[config.mk]
export PLATFORM = sky130hd
export DESIGN_NAME = cla_serial_subtractor
export DESIGN_NICKNAME = d
export VERILOG_FILES = /design/src/rtl/cla_serial_subtractor.sv
export SDC_FILE = /design/constraint.sdc
export NUM_CORES = 1
export LEC_CHECK = 0
export CAP_MARGIN = 25
export CORE_MARGIN = 2
export CORE_UTILIZATION = 45
export DETAILED_ROUTE_END_ITERATION = 10
export HOLD_SLACK_MARGIN = 0.1
export PLACE_DENSITY_LB_ADDON = 0.08
export SYNTH_ARGS = -nofsm -noshare
export SYNTH_HDL_FRONTEND = slang
export SYNTH_SLANG_ARGS = --single-unit
export TNS_END_PERCENT = 50
[constraint.sdc]
create_clock -name clk -period 2.45 [get_ports clk]
set_clock_uncertainty 0.05 [all_clocks]
set_input_delay 0.735 -clock clk [delete_from_list [all_inputs] [get_ports clk]]
set_output_delay 0.735 -clock clk [all_outputs]
set_load 0.05 [all_outputs]
[src/rtl/cla_serial_subtractor.sv]
// cla_serial_subtractor
//   Multi-cycle subtractor producing diff = a - b - bin (mod 2^WIDTH).
//   The subtraction is done as a + ~b + ~bin, one 4-bit carry-look-ahead
//   slice per clock, least-significant nibble first. The carry between
//   nibbles is held in a register. Valid/ready handshakes on both sides.
//
// Ports
//   clk          rising-edge clock
//   rst_n        asynchronous active-low reset
//   start_valid  operands a, b, bin are valid
//   start_ready  block can accept operands (IDLE only)
//   a, b         minuend / subtrahend (WIDTH bits)
//   bin          borrow in
//   diff         registered result a - b - bin
//   bout         borrow out (1 = unsigned a < b + bin)
//   ovf          signed two's-complement overflow
//   zero         diff == 0
//   done_valid   result valid, held until done_ready
//   done_ready   consumer accepts result
module cla_serial_subtractor #(
    parameter int WIDTH = 16
) (
    input  logic             clk,
    input  logic             rst_n,
    input  logic             start_valid,
    output logic             start_ready,
    input  logic [WIDTH-1:0] a,
    input  logic [WIDTH-1:0] b,
    input  logic             bin,
    output logic [WIDTH-1:0] diff,
    output logic             bout,
    output logic             ovf,
    output logic             zero,
    output logic             done_valid,
    input  logic             done_ready
);

    localparam int NIB  = WIDTH / 4;
    localparam int IDXW = (NIB > 1) ? $clog2(NIB) : 1;

    if (((WIDTH % 4) != 0) || (WIDTH < 4)) begin : g_bad_width
        $error("cla_serial_subtractor: WIDTH must be a multiple of 4 and >= 4");
    end

    typedef enum logic [1:0] {
        IDLE = 2'd0,
        RUN  = 2'd1,
        DONE = 2'd2
    } state_t;

    state_t            state_q, state_d;
    logic [IDXW-1:0]   idx_q;
    logic [WIDTH-1:0]  a_q;
    logic [WIDTH-1:0]  nb_q;      // subtrahend stored already inverted
    logic              c_q;       // inter-nibble carry (inverted borrow)
    logic [WIDTH-1:0]  diff_q, diff_d;
    logic              bout_q, ovf_q, zero_q;

    // One 4-bit look-ahead slice on the current nibble
    logic [3:0] a_n, nb_n, g, p, sum;
    logic       c1, c2, c3, c4;
    logic       last_nib;

    always_comb begin
        a_n  = a_q[4*idx_q +: 4];
        nb_n = nb_q[4*idx_q +: 4];
        g    = a_n & nb_n;
        p    = a_n ^ nb_n;
        c1   = g[0] | (p[0] & c_q);
        c2   = g[1] | (p[1] & g[0]) | (p[1] & p[0] & c_q);
        c3   = g[2] | (p[2] & g[1]) | (p[2] & p[1] & g[0])
             | (p[2] & p[1] & p[0] & c_q);
        c4   = g[3] | (p[3] & g[2]) | (p[3] & p[2] & g[1])
             | (p[3] & p[2] & p[1] & g[0]) | (p[3] & p[2] & p[1] & p[0] & c_q);
        sum  = p ^ {c3, c2, c1, c_q};
    end

    // Full result with the current nibble merged in, so the flags on the
    // final pass see the complete difference in the same cycle.
    always_comb begin
        diff_d               = diff_q;
        diff_d[4*idx_q +: 4] = sum;
    end

    assign last_nib = (idx_q == IDXW'(NIB - 1));

    // State register
    always_ff @(posedge clk or negedge rst_n) begin
        if (!rst_n) begin
            state_q <= IDLE;
        end else begin
            state_q <= state_d;
        end
    end

    // Next-state logic
    always_comb begin
        state_d = state_q;
        case (state_q)
            IDLE:    if (start_valid) state_d = RUN;
            RUN:     if (last_nib)    state_d = DONE;
            DONE:    if (done_ready)  state_d = IDLE;
            default: state_d = IDLE;
        endcase
    end

    // Output logic
    always_comb begin
        start_ready = (state_q == IDLE);
        done_valid  = (state_q == DONE);
    end

    // Datapath registers
    always_ff @(posedge clk or negedge rst_n) begin
        if (!rst_n) begin
            idx_q  <= '0;
            a_q    <= '0;
            nb_q   <= '0;
            c_q    <= 1'b0;
            diff_q <= '0;
            bout_q <= 1'b0;
            ovf_q  <= 1'b0;
            zero_q <= 1'b0;
        end else begin
            case (state_q)
                IDLE: begin
                    if (start_valid) begin
                        a_q   <= a;
                        nb_q  <= ~b;
                        c_q   <= ~bin;
                        idx_q <= '0;
                    end
                end
                RUN: begin
                    diff_q <= diff_d;
                    c_q    <= c4;
                    idx_q  <= idx_q + IDXW'(1);
                    if (last_nib) begin
                        bout_q <= ~c4;
                        // Operand signs differ and result sign departs from a
                        ovf_q  <= (a_q[WIDTH-1] != ~nb_q[WIDTH-1]) &&
                                  (diff_d[WIDTH-1] != a_q[WIDTH-1]);
                        zero_q <= (diff_d == '0);
                    end
                end
                default: ;
            endcase
        end
    end

    assign diff = diff_q;
    assign bout = bout_q;
    assign ovf  = ovf_q;
    assign zero = zero_q;

endmodule
# Yosys cells after proc, flatten, opt, wreduce, memory -nomap -nowiden
# Cells that the tools add are included.
classes:
  addsub: 2
  n_eq_ne: 8
  n_shift: 4
  n_mux: 9
  bitwise: 33
  reduce_logical: 8
op_table:
  columns: ["op", "n"]
  rows:
  - ["negator 4 -> 34 bit", 1]
  - ["variable shift 4 x 34 -> 16 bit (first input constant)", 1]
  - ["indexed part select 4 x 34 -> 16 bit", 1]
  - ["indexed part select 16 x 5 -> 4 bit", 2]
  - ["bitwise AND 1 bit", 16]
  - ["bitwise mux 16 bit", 1]
  - ["logical NOT 16 bit", 1]
  - ["inverter 16 bit", 1]
  - ["bitwise OR 1 bit", 10]
  - ["two-way mux 2 bit", 4]
  - ["bitwise XOR 4 bit", 2]
  - ["case mux 2 bit (3 select lines)", 1]
  - ["AND reduction 2 bit", 3]
  - ["bitwise AND 4 bit", 1]
  - ["equality test 2 bit (second input constant)", 2]
  - ["!= test 2 bit (second input constant)", 2]
  - ["case mux 2 bit (2 select lines)", 1]
  - ["inverter 1 bit", 3]
  - ["AND reduction 3 bit", 1]
  - ["adder 2 x 1 -> 2 bit (second input constant)", 1]
  - ["equality test 2 x 1 -> 1 bit (second input constant)", 1]
  - ["logical NOT 2 bit", 1]
  - ["!= test 1 bit", 2]
  - ["!= test 2 x 1 -> 1 bit (second input constant)", 1]
  - ["4 further kinds", 4]
totals:
  ff_bits: 56
  input_bits: 37
  out_inout_bits: 21
  elab_cells: 73

# Logic depth before layout (Yosys ltp)
# Gate-level depths: netlist of run 1.
logic_depth:
  ltp_word: 11
  ltp_mapped: 8
  depth_no_buf: 7

# Worst setup path after synthesis of run 1
# OpenSTA, ideal clock, no wires.
synth_timing:
  path_type: "register -> register"
  from: "register idx_q[0]"
  to: "register zero_q (netlist: zero)"
  setup_ps: 122
  t_arrival_ps: 2450
  required_time_ps: 2278
  slack_ps: -172
  stages_incl_launch_ff: 9
  path_buffers: 1
  period_less_slack_ps: 2622
  cell_sequence: "dfrtp_1 -> buf_2 -> mux4_2 -> ha_1 -> a211oi_2 -> o21bai_1 -> a21oi_2 -> o31ai_1 -> a32o_1"
synth_via:
  elab_chain_cells: 10
  word_cells_on_any_way: 27
  cone_classes: "add/sub (1); eq/ne (1); shift (4); mux (1); bitwise (18); reduce/logical (2)"
synth_rtl:
  columns: ["element", "line", "text"]
  rows:
  - ["from (decl)", "52", "logic [IDXW-1:0] idx_q;"]
  - ["from (signal assigned)", "137", "idx_q <= idx_q + IDXW'(1);"]
  - ["indexed part select 16 x 5 -> 4 bit, on equally long branches", "65, 66", null]
  - ["bitwise XOR 4 bit or bitwise AND 4 bit (tied branches)", "68, 67", null]
  - ["bitwise AND 1 bit, on equally long branches", "71, 72", null]
  - ["bitwise OR 1 bit (tied with other cells)", "71", "c3 = g[2] | (p[2] & g[1]) | (p[2] & p[1] & g[0])"]
  - ["bitwise OR 1 bit or bitwise AND 1 bit (tied branches)", "71, 72", null]
  - ["bitwise OR 1 bit", "72", "| (p[2] & p[1] & p[0] & c_q);"]
  - ["bitwise XOR 4 bit", "75", "sum = p ^ {c3, c2, c1, c_q};"]
  - ["indexed part select 4 x 34 -> 16 bit", "82", "diff_d[4*idx_q +: 4] = sum;"]
  - ["bitwise mux 16 bit", "82", null]
  - ["logical NOT 16 bit", "143", "zero_q <= (diff_d == '0);"]
  - ["to (signal assigned)", "143", null]
  - ["to (decl)", "57", "logic bout_q, ovf_q, zero_q;"]
# Several ways; a longest one is shown, not always the timed one.
# A chain may end at the register's enable or synchronous reset.

# Worst setup path after layout of run 1
layout_timing:
  from: "register idx_q[0]"
  to: "register ovf_q (netlist: ovf)"
layout_via:
  elab_chain_cells: 11
  word_cells_on_any_way: 28
  cone_classes: "add/sub (1); eq/ne (2); shift (4); mux (1); bitwise (18); reduce/logical (2)"
layout_rtl:
  columns: ["element", "line", "text"]
  rows:
  - ["indexed part select 16 x 5 -> 4 bit, on equally long branches", "65, 66", null]
  - ["bitwise XOR 4 bit or bitwise AND 4 bit (tied branches)", "68, 67", null]
  - ["bitwise AND 1 bit, on equally long branches", "71, 72", null]
  - ["bitwise OR 1 bit (tied with other cells)", "71", null]
  - ["bitwise OR 1 bit or bitwise AND 1 bit (tied branches)", "71, 72", null]
  - ["bitwise OR 1 bit", "72", null]
  - ["bitwise XOR 4 bit", "75", null]
  - ["indexed part select 4 x 34 -> 16 bit", "82", null]
  - ["bitwise mux 16 bit", "82", null]
  - ["!= test 1 bit", "142", "(diff_d[WIDTH-1] != a_q[WIDTH-1]);"]
  - ["logical AND 1 bit", "141", "ovf_q <= (a_q[WIDTH-1] != ~nb_q[WIDTH-1]) &&"]
  - ["to (signal assigned)", "141", null]
  - ["to (decl)", "57", null]
# Several ways; a longest one is shown, not always the timed one.

==> key figures, run 1 <==
Status
  • Outcome: completed

Placement
  • Port Buffers: 57
  • DP Area: roughly 0.0034 sq mm
  • DP HPWL: around 4300 um
  • Routability cong.: 0.851

Power and ir drop
  • Overall Power: about 5.4 mW
  • Peak VDD IR: 0.643 mV
  • Leak: 1.59 nW
  • Cell Pwr Density: between 1500 and 2000 mW/mm^2

GRT
  • Vias in the first global route: 2066
  • GR Overflow Total: 0
  • Largest net degree at the start of global routing: 54
  • First-pass GRT wire length: 9760 um
  • Initial antenna violation count: 0
  • Gr usage total: ~20%

Synthesis
  • Synth Flop Type: dfrtp_1
  • Mux share of post-synthesis cell area: 7.99%
  • XOR/XNOR share of the synthesized area: 0.662%
  • Mapped cell area: 0.00265 sq mm
  • Yosys reg bits: 56
  • Syn Area/Cell: 10.1 sq um
  • Asr flop ratio synth: 100%
  • Post-synth net total: around 310
  • Compound-Gate Fraction of Synth Area: 12.3%
  • Mapped Cells: 263
  • Yosys cell types: 35
  • Adder-Cell Fraction of Synth Area: about 6.0%
  • Ys Warns: 0
  • EDFF count, synth: 0
  • Main combinational cell family by area after synthesis: simple AND/OR/NAND/NOR gates
  • Simple-gate share of the synthesized area: about 18%
  • Seq/Total Area, Yosys: 53.0%

STA
  • Final Hold Viols: 0
  • Final setup fails: 0
  • Slew headroom: roughly three fifths
  • Unrepaired setup endpoints after global routing: true
  • Tmin final: 2420 ps
  • Tightest Pin Transition: just over 600 ps
  • Fin. max-slew vios: 0
  • Fin crit share: 98.8%
  • Max Freq: between 400 and 500 MHz
  • Setup TNS Final: 0 ps
  • Post-Route Hold Slack: 379 ps

Worst setup path
  • Crit-path slowest cell: mux4_2
  • Crit path max fanout: 4
  • CP cell instances: buf_12 -> mux4_2 -> ha_4 -> a211oi_4 -> o21bai_2 -> a21oi_2 -> buf_4 -> mux2i_1 -> a21oi_1
  • Crit path launch type: flop
  • Arrival @ worst endpoint: 2570 ps
  • Req. time, crit path: around 2600 ps
  • Max incr delay on CP: between 500 and 600 ps
  • CP endpoint kind: flop
  • Buffers plus inverters on the worst setup path: 2
  • CP Class: reg2reg
  • Crit-path leading delay family: multiplexers

Layout
  • Fin util: between 60% and 70%
  • Nets: around 380
  • Design Area, Final: 0.00350 sq mm
  • Syn-to-layout area delta: 32.3%
  • Ratio of cells with drive above 1 in the final layout: between 10% and 20%
  • # diodes: 0

Clock network
  • TritonCTS clock tree: done
  • Maximum buffer depth of the clock tree: 2
  • # H-tree levels: 2
  • Skew-Pair Late Insertion Delay: 310 ps
  • Hold Buf Count CTS: 0
  • CTS buffer count: 5
  • Reg clk slew, reported paths: ~100 ps
  • CTS root buf: clkbuf_8
  • CTS sink count: 56

Floorplan
  • Initial Util: 47.2%
  • Die Y: 80.7 um
  • Std cell rows: 27
  • Core ar.: around 0.0056 sq mm
  • # IOs: 58
  • Die W: 80.7 um
  • Total die area: 0.00651 sq mm

Detailed routing
  • DRC: 0
  • 1st-iter DRT viols: 44
  • Router iterations before antenna repair: 4
  • Vias: between 2000 and 2500
  • DR WL/cell: ~14 um
  • Final wirelength: about 5700 um
  • Post-DRT Antenna Nets: 0
  • DR vias/cell: 5.15

Job
  • Max cap viols: 0

Worst hold path
  • Worst Hold Class: in2async
per-layer routing:
| layer | GRT usage (%) | up-vias | share of wire (%) | wire length, um |
|---|---|---|---|---|
| li1 | - | 1023 | - | - |
| met1 | 27.9 | 975 | 47 | 2660 |
| met2 | 30.9 | 50 | 48 | 2740 |
| met3 | 4.27 | 7 | 3.8 | 215 |
| met4 | 5.25 | 0 | 1.2 | 70 |
| met5 | 0 | - | 0 | 0 |
cells in the final DEF, fill, tap and decap left out, types with 2 or more instances in the layout:
cell              n
o21ai_1           3
nor2b_1           2
nand2_1          89
nor3_1            3
ha_1              9
o22ai_1           2
inv_1             4
mux2i_1           2
nand3_1           6
clkbuf_8          6
dfrtp_1          55
buf_12            3
nor2_1            3
clkdlybuf4s50_1  54
a21oi_1           3
o21ai_0          31
nand2b_1          3
o21ai_2           3
nor4_1            4
a21oi_2           2
buf_4             8
mux4_2            8
stage by stage:
stage / setup WS (ps) / cells
2_1_floorplan: 15.8 / 263
3_3_place_gp: 44.6 / 390
3_5_place_dp: -21.9 / 390
4_1_cts: 20.5 / 398
5_1_grt: -101 / 399
6_report: 28.4 / 399
worst paths after layout:
| kind | from | to | slack (ps) | cells after the start |
|---|---|---|---|---|
| max in group asynchronous | rst_n | a_q[2] | 1390 | 2 |
| worst min-delay path | rst_n | diff[10] | 380 | 1 |
| worst max-delay path | idx_q[0] | ovf | 30 | 9 |
| worst min register to register | a_q[7] | a_q[7] | 430 | 2 |
| worst max register to register | idx_q[0] | ovf | 30 | 9 |
| min in group clk | a_q[7] | a_q[7] | 430 | 2 |
sequential cells by signal, indices dropped and copies added, names as in the netlist:
signal,count
ovf,1
state_q,2
diff,16
bout,1
zero,1
nb_q,16
a_q,16
idx_q,2
c_q,1
cells in the mapped netlist, types with 2 or more instances:
| master | count | area (sq um) |
|---|---|---|
| a21oi_1 | 3 | 15.0 |
| a21oi_2 | 2 | 17.5 |
| buf_2 | 2 | 10.0 |
| clkbuf_1 | 7 | 26.3 |
| dfrtp_1 | 56 | 1400 |
| ha_1 | 11 | 138 |
| inv_1 | 4 | 15.0 |
| mux2i_1 | 2 | 20.0 |
| mux4_2 | 8 | 180 |
| nand2_1 | 91 | 342 |
| nand2b_1 | 3 | 18.8 |
| nand3_1 | 6 | 30.0 |
| nor2_1 | 3 | 11.3 |
| nor2b_1 | 2 | 12.5 |
| nor3_1 | 3 | 15.0 |
| nor4_1 | 4 | 25.0 |
| o21ai_0 | 37 | 185 |
| o22ai_1 | 2 | 12.5 |
worst register-to-register path, stage by stage (launching register included):
cell and delay, ps:
dfrtp_2 430, buf_12 120, mux4_2 560, ha_4 250, a211oi_4 240, o21bai_2 100, a21oi_2 160, buf_4 150
mux2i_1 170, a21oi_1 80
logic make-up after synthesis:
family	count (synthesis)
xor gates and xnor gates	2
muxes	11
DFF	56
buffers and inverters	14
and+or+nand+nor	115
AOI/OAI and AO/OA	53
adders and majority gates	12
power breakdown:
| part | switching [mW] | internal [mW] |
|---|---|---|
| registers | 0.306 | 1.32 |
| clock network | 0.300 | 0.231 |
| logic | 1.86 | 1.38 |
timing repair:
item	4_1_cts	5_1_grt
setup buffers	0	1
resized for setup	1	14
setup endpoints to repair	4	12
pin swaps	0	3
cell type report:
class	count	area, sq um
Tap cell	72	90.1
Clock inverter	1	7.51
Clock buffer	7	86.3
Inverter	4	15.0
Timing Repair Buffer	66	666
Fill cell	488	2110
Multi-Input combinational cell	193	1230
Sequential cell	56	1400
Power figures use the tool's default switching activity.
==> inputs of run 2 (changes only) <==
- SKIP_LAST_GASP: default -> 1
==> run 2 against run 1 <==
Against the previous run: maximum frequency barely moved; clock power barely moved; global-route usage did not move; final cell count did not move; largest cell class unchanged; power fell by 0.14%; combinational power barely moved; clock-buffer cell count did not move; cell area fell by 0.11%; setup slack got worse by 2.3 ps; first-iteration DRC count rose by 9.1%.
==> key figures, run 2 (same netlist as run 1, synthesis figures left out) <==
Status
  • Outcome: completed

Placement
  • DP Area: around 0.0034 sq mm
  • DP HPWL: between 4000 and 5000 um
  • Routability cong.: 0.851
  • Port Buffers: 57

Worst setup path
  • Crit path launch type: flop
  • Crit-path slowest cell: mux4_2
  • CP cell instances: buf_12 -> mux4_2 -> ha_4 -> a211oi_4 -> o21bai_2 -> a21oi_2 -> buf_4 -> mux2i_1 -> a21oi_1
  • Crit-path leading delay family: multiplexers
  • R2R cell count: 9
  • Buffers plus inverters on the worst setup path: 2
  • Crit path max fanout: 4
  • Arrival @ worst endpoint: 2570 ps
  • Crit. path cell count: 9
  • CP Class: reg2reg
  • CP endpoint kind: flop
  • Req. time, crit path: 2600 ps
  • Max incr delay on CP: 560 ps

Clock network
  • # H-tree levels: 2
  • Reg clk slew, reported paths: 100 ps
  • Skew-Pair Late Insertion Delay: 310 ps
  • Hold Buf Count CTS: 0
  • TritonCTS clock tree: done
  • CTS sink count: between 50 and 60
  • Maximum buffer depth of the clock tree: 2
  • CTS root buf: clkbuf_8
  • CTS buffer count: 5

Detailed routing
  • DR vias/cell: 5.16
  • Router iterations before antenna repair: 4
  • Final wirelength: 5680 um
  • Post-DRT Antenna Nets: 0
  • Vias: 2059
  • DRC: 0
  • DR WL/cell: 14.2 um
  • 1st-iter DRT viols: 48

STA
  • Tmin final: 2420 ps
  • Final setup fails: 0
  • Fin crit share: 98.9%
  • Post-Route Hold Slack: 380 ps
  • Max Freq: 413 MHz
  • Unrepaired setup endpoints after global routing: true
  • Slew headroom: 58.5%
  • Tightest Pin Transition: 622 ps
  • Final Hold Viols: 0
  • Fin. max-slew vios: 0

Power and ir drop
  • Switching Fraction: 45.6%
  • Switching pwr: 2.46 mW
  • Peak VDD IR: roughly 0.64 mV
  • Cell Pwr Density: about 1500 mW/mm^2
  • Clock power share: 9.8%
  • Seq pwr share: 30.2%
  • Internal Pwr Total: 2.94 mW
  • Combinational Power Share: roughly three fifths
  • Leak: 1.58 nW

GRT
  • Vias in the first global route: 2066
  • Initial antenna violation count: 0
  • Gr usage total: 19.8%
  • GR Overflow Total: 0
  • Largest net degree at the start of global routing: 54
  • First-pass GRT wire length: between 9000 and 10000 um

Layout
  • Most frequent cells in the layout: nand2_1, dfrtp_1, clkdlybuf4s50_1
  • # diodes: 0
  • Design Area, Final: 0.00350 sq mm
  • Nets: 375
  • Syn-to-layout area delta: 32.2%
  • Most frequent standard cell in the layout excluding fill and tap cells: nand2_1
  • Fin util: 62.3%
  • Ratio of cells with drive above 1 in the final layout: between 10% and 20%

Floorplan
  • Total die area: between 0.006 and 0.007 sq mm
  • Die Y: a little over 80 um
  • Std cell rows: 27
  • Initial Util: 47.2%
  • # IOs: 58
  • Die W: 80.7 um
  • Core ar.: 0.00561 sq mm

Job
  • Max cap viols: 0

Worst hold path
  • Worst Hold Class: in2async
==> run 2: cell counts in the layout (fill, tap and decap cells not counted) <==
No cell type changed its count.
==> run 2: layer usage <==
metal	GRT usage (%)	routed length [um]	vias up
li1	-	-	1022
met5	0	0	-
met3	4.27	212	8
met1	27.9	2680	980
met2	30.9	2720	49
met4	5.25	72	0
==> run 2: power by group through the flow <==
stage / clock network [mW] / logic (mW) / registers [mW]
detailed placement: 0 / 3.01 / 1.65
finish: 0.529 / 3.24 / 1.63
global placement: 0 / 2.96 / 1.64
global route: 0.584 / 3.62 / 1.69
floorplan: 0 / 1.83 / 1.90
CTS: 0.544 / 3.02 / 1.63
==> run 2: repair_timing <==
action                                  CTS  global route
gates resized for setup                   1            13
hold endpoints to repair                  0             0
buffers inserted                          0             1
endpoints found under the setup margin    4            12
pin swaps                                 0             3
==> run 2: worst paths after layout <==
check | slack, ps | start | end
setup / recovery | 30 | idx_q[0] | ovf
hold / removal | 380 | rst_n | diff[10]
setup reg to reg | 30 | idx_q[0] | ovf
hold reg to reg | 430 | a_q[7] | a_q[7]
max in group asynchronous | 1390 | rst_n | a_q[2]
min in group clk | 430 | a_q[7] | a_q[7]
==> run 2: metrics by stage <==
stage          setup TNS [ps]  setup WS [ps]  instances  total power [mW]
3_5_place_dp            -65.0          -21.9        390              4.66
4_1_cts                     0           20.5        398              5.19
5_1_grt                  -222           -101        399              5.89
3_3_place_gp                0           44.6        390              4.60
2_1_floorplan               0           15.8        263              3.73
6_report                    0           26.1        399              5.40
==> run 2: layout make-up <==
cell class | instances | area [sq um]
Timing Repair Buffer | 66 | 666
Multi-Input combinational cell | 193 | 1230
Tap cell | 72 | 90.1
Inverter | 4 | 15.0
Clock buffer | 7 | 86.3
Fill cell | 489 | 2110
Sequential cell | 56 | 1400
Clock inverter | 1 | 7.51
==> run 2: worst reg2reg max path, stage by stage, from the launching register on <==
cell,delay (ps)
dfrtp_2,430
buf_12,120
mux4_2,560
ha_4,250
a211oi_4,240
o21bai_2,100
a21oi_2,160
buf_4,150
mux2i_1,170
a21oi_1,80
==> inputs of run 3 (changes only) <==
- PLACE_DENSITY: default -> 0.78
- PLACE_DENSITY_LB_ADDON: 0.08 -> default
==> run 3 against run 2 <==
Against the previous run: non-clock buffer count up 5; clock-buffer cell count unchanged; maximum frequency up 0.70%; final cell count up 1.3%; routed wire length up 5.6%; cell area up 1.4%; register-to-register slack better by 20 ps; clock power up 24%; die area unchanged; power up 3.4%; sequential cell count unchanged; critical path type unchanged; largest power group unchanged.
==> key figures, run 3 (same netlist as run 1, synthesis figures left out) <==
GRT
  • Vias in the first global route: 2177
  • Largest net degree at the start of global routing: 54
  • Initial antenna violation count: 0
  • Gr usage total: 19.7%
  • First-pass GRT wire length: 9820 um
  • GR Overflow Total: 0

Power and ir drop
  • Cell Pwr Density: roughly 1600 mW/mm^2
  • Leak: ~1.6 nW
  • Peak VDD IR: approximately 0.74 mV

Clock network
  • TritonCTS clock tree: done
  • Skew-Pair Late Insertion Delay: 310 ps
  • # H-tree levels: 2
  • Reg clk slew, reported paths: roughly 100 ps
  • Maximum buffer depth of the clock tree: 2
  • CTS root buf: clkbuf_8
  • CTS buffer count: 5
  • CTS sink count: 56

Worst setup path
  • Buffers plus inverters on the worst setup path: 1
  • Crit-path leading delay family: compound AO/OA/AOI/OAI gates
  • Max incr delay on CP: 550 ps
  • Crit path launch type: flop
  • Crit path max fanout: 3
  • Crit-path slowest cell: mux4_2
  • Arrival @ worst endpoint: between 2000 and 3000 ps
  • CP cell instances: buf_6 -> mux4_2 -> ha_4 -> a211oi_2 -> o21bai_1 -> a21oi_2 -> o31ai_1 -> a32o_1
  • CP Class: reg2reg
  • CP endpoint kind: flop
  • Req. time, crit path: 2610 ps

STA
  • Final setup fails: 0
  • Tightest Pin Transition: approximately 500 ps
  • Slew headroom: 66.2%
  • Fin. max-slew vios: 0
  • Max Freq: 415 MHz
  • Tmin final: 2410 ps
  • Fin crit share: 98.2%
  • Unrepaired setup endpoints after global routing: true
  • Final Hold Viols: 0
  • Setup TNS Final: 0 ps

Layout
  • Ratio of cells with drive above 1 in the final layout: 13.0%
  • Non-Filler Instances: around 400
  • Final-layout fill cell count: 479
  • Nets: 380
  • Most frequent standard cell in the layout excluding fill and tap cells: nand2_1
  • Syn-to-layout area delta: 34.1%
  • Design Area, Final: 0.00355 sq mm
  • # diodes: 0
  • Storage cell area: between 0.001 and 0.0015 sq mm
  • Most frequent cells in the layout: nand2_1, dfrtp_1, clkdlybuf4s50_1
  • Area of the multi-input gates: 0.00122 sq mm

Detailed routing
  • 1st-iter DRT viols: 98
  • Vias: roughly 2100
  • DR WL/cell: 14.8 um
  • DRC: 0
  • DR vias/cell: 5.31
  • Final wirelength: 6000 um
  • Post-DRT Antenna Nets: 0
  • Router iterations before antenna repair: 6

Placement
  • Inst Count DP: 392
  • DP HPWL: 4540 um
  • Routability cong.: around 0.85
  • DP Area: around 0.0034 sq mm
  • Port Buffers: 57

Floorplan
  • Std cell rows: 27
  • Total die area: 0.00651 sq mm
  • Die W: 80.7 um
  • Initial Util: 47.2%
  • # IOs: 58
  • Core ar.: approximately 0.0056 sq mm
  • Die Y: 80.7 um

Status
  • Outcome: completed

Worst hold path
  • Worst Hold Class: in2async

Job
  • Max cap viols: 0
## run 3: cell type report
| type | instances | share of cell area [%] |
|---|---|---|
| flip-flops and latches | 56 | 39.5 |
| multi-input cells | 193 | 34.5 |
| repair buffers | 71 | 19.4 |
| clock buffers | 7 | 2.72 |
| well taps | 72 | 2.54 |
| clock inverters | 1 | 0.847 |
| inverters | 4 | 0.423 |
## run 3: power by group
group / internal, mW / leakage, nW / total [mW] / switching [mW]
registers: 1.32 / 0.713 / 1.62 / 0.293
clock network: 0.361 / 0.0645 / 0.656 / 0.295
logic: 1.40 / 0.844 / 3.31 / 1.91
## run 3: routing by layer
metal  vias up  track usage, %  wire length (um)
met2        77            35.2              3090
met5         -               0                 0
met4         0            6.95               110
met1      1020            23.5              2470
li1       1035               -                 -
met3        14            4.04               321
## run 3: worst reg2reg max path, delay by kind of cell (launching register included)
kind / cells / cell delay (ps)
adders and majority gates: 1 / 270
muxes: 1 / 550
DFF: 1 / 420
buffers and inverters: 1 / 130
AOI/OAI and AO/OA: 5 / 900
## run 3: timing repair
| action | in CTS | in global routing |
|---|---|---|
| hold buffers | 0 | 0 |
| gates resized for setup | 0 | 7 |
| endpoints found under the hold margin | 0 | 0 |
| buffers inserted | 0 | 4 |
| setup endpoints to repair | 0 | 10 |
## run 3: metrics by stage
step           worst slack [ps]  power (mW)  hold slack [ps]  util [%]
2_1_floorplan              15.8        3.73              389         -
3_3_place_gp               91.3        4.55              407      59.8
3_5_place_dp               46.3        4.68              410      59.8
4_1_cts                    37.7        5.35              334      62.0
5_1_grt                   -52.9        5.96              355      63.2
6_report                   43.0        5.58              323      63.2
## run 3: path summary, 6_finish.rpt
kind	from	endpoint	slack [ps]	cells past startpoint
max	idx_q[0]	zero	40	8
min	rst_n	diff[1]	320	1
max reg2reg	idx_q[0]	zero	40	8
min reg2reg	a_q[6]	a_q[6]	430	2
max in group asynchronous	rst_n	a_q[13]	1370	2
min in group clk	a_q[6]	a_q[6]	430	2
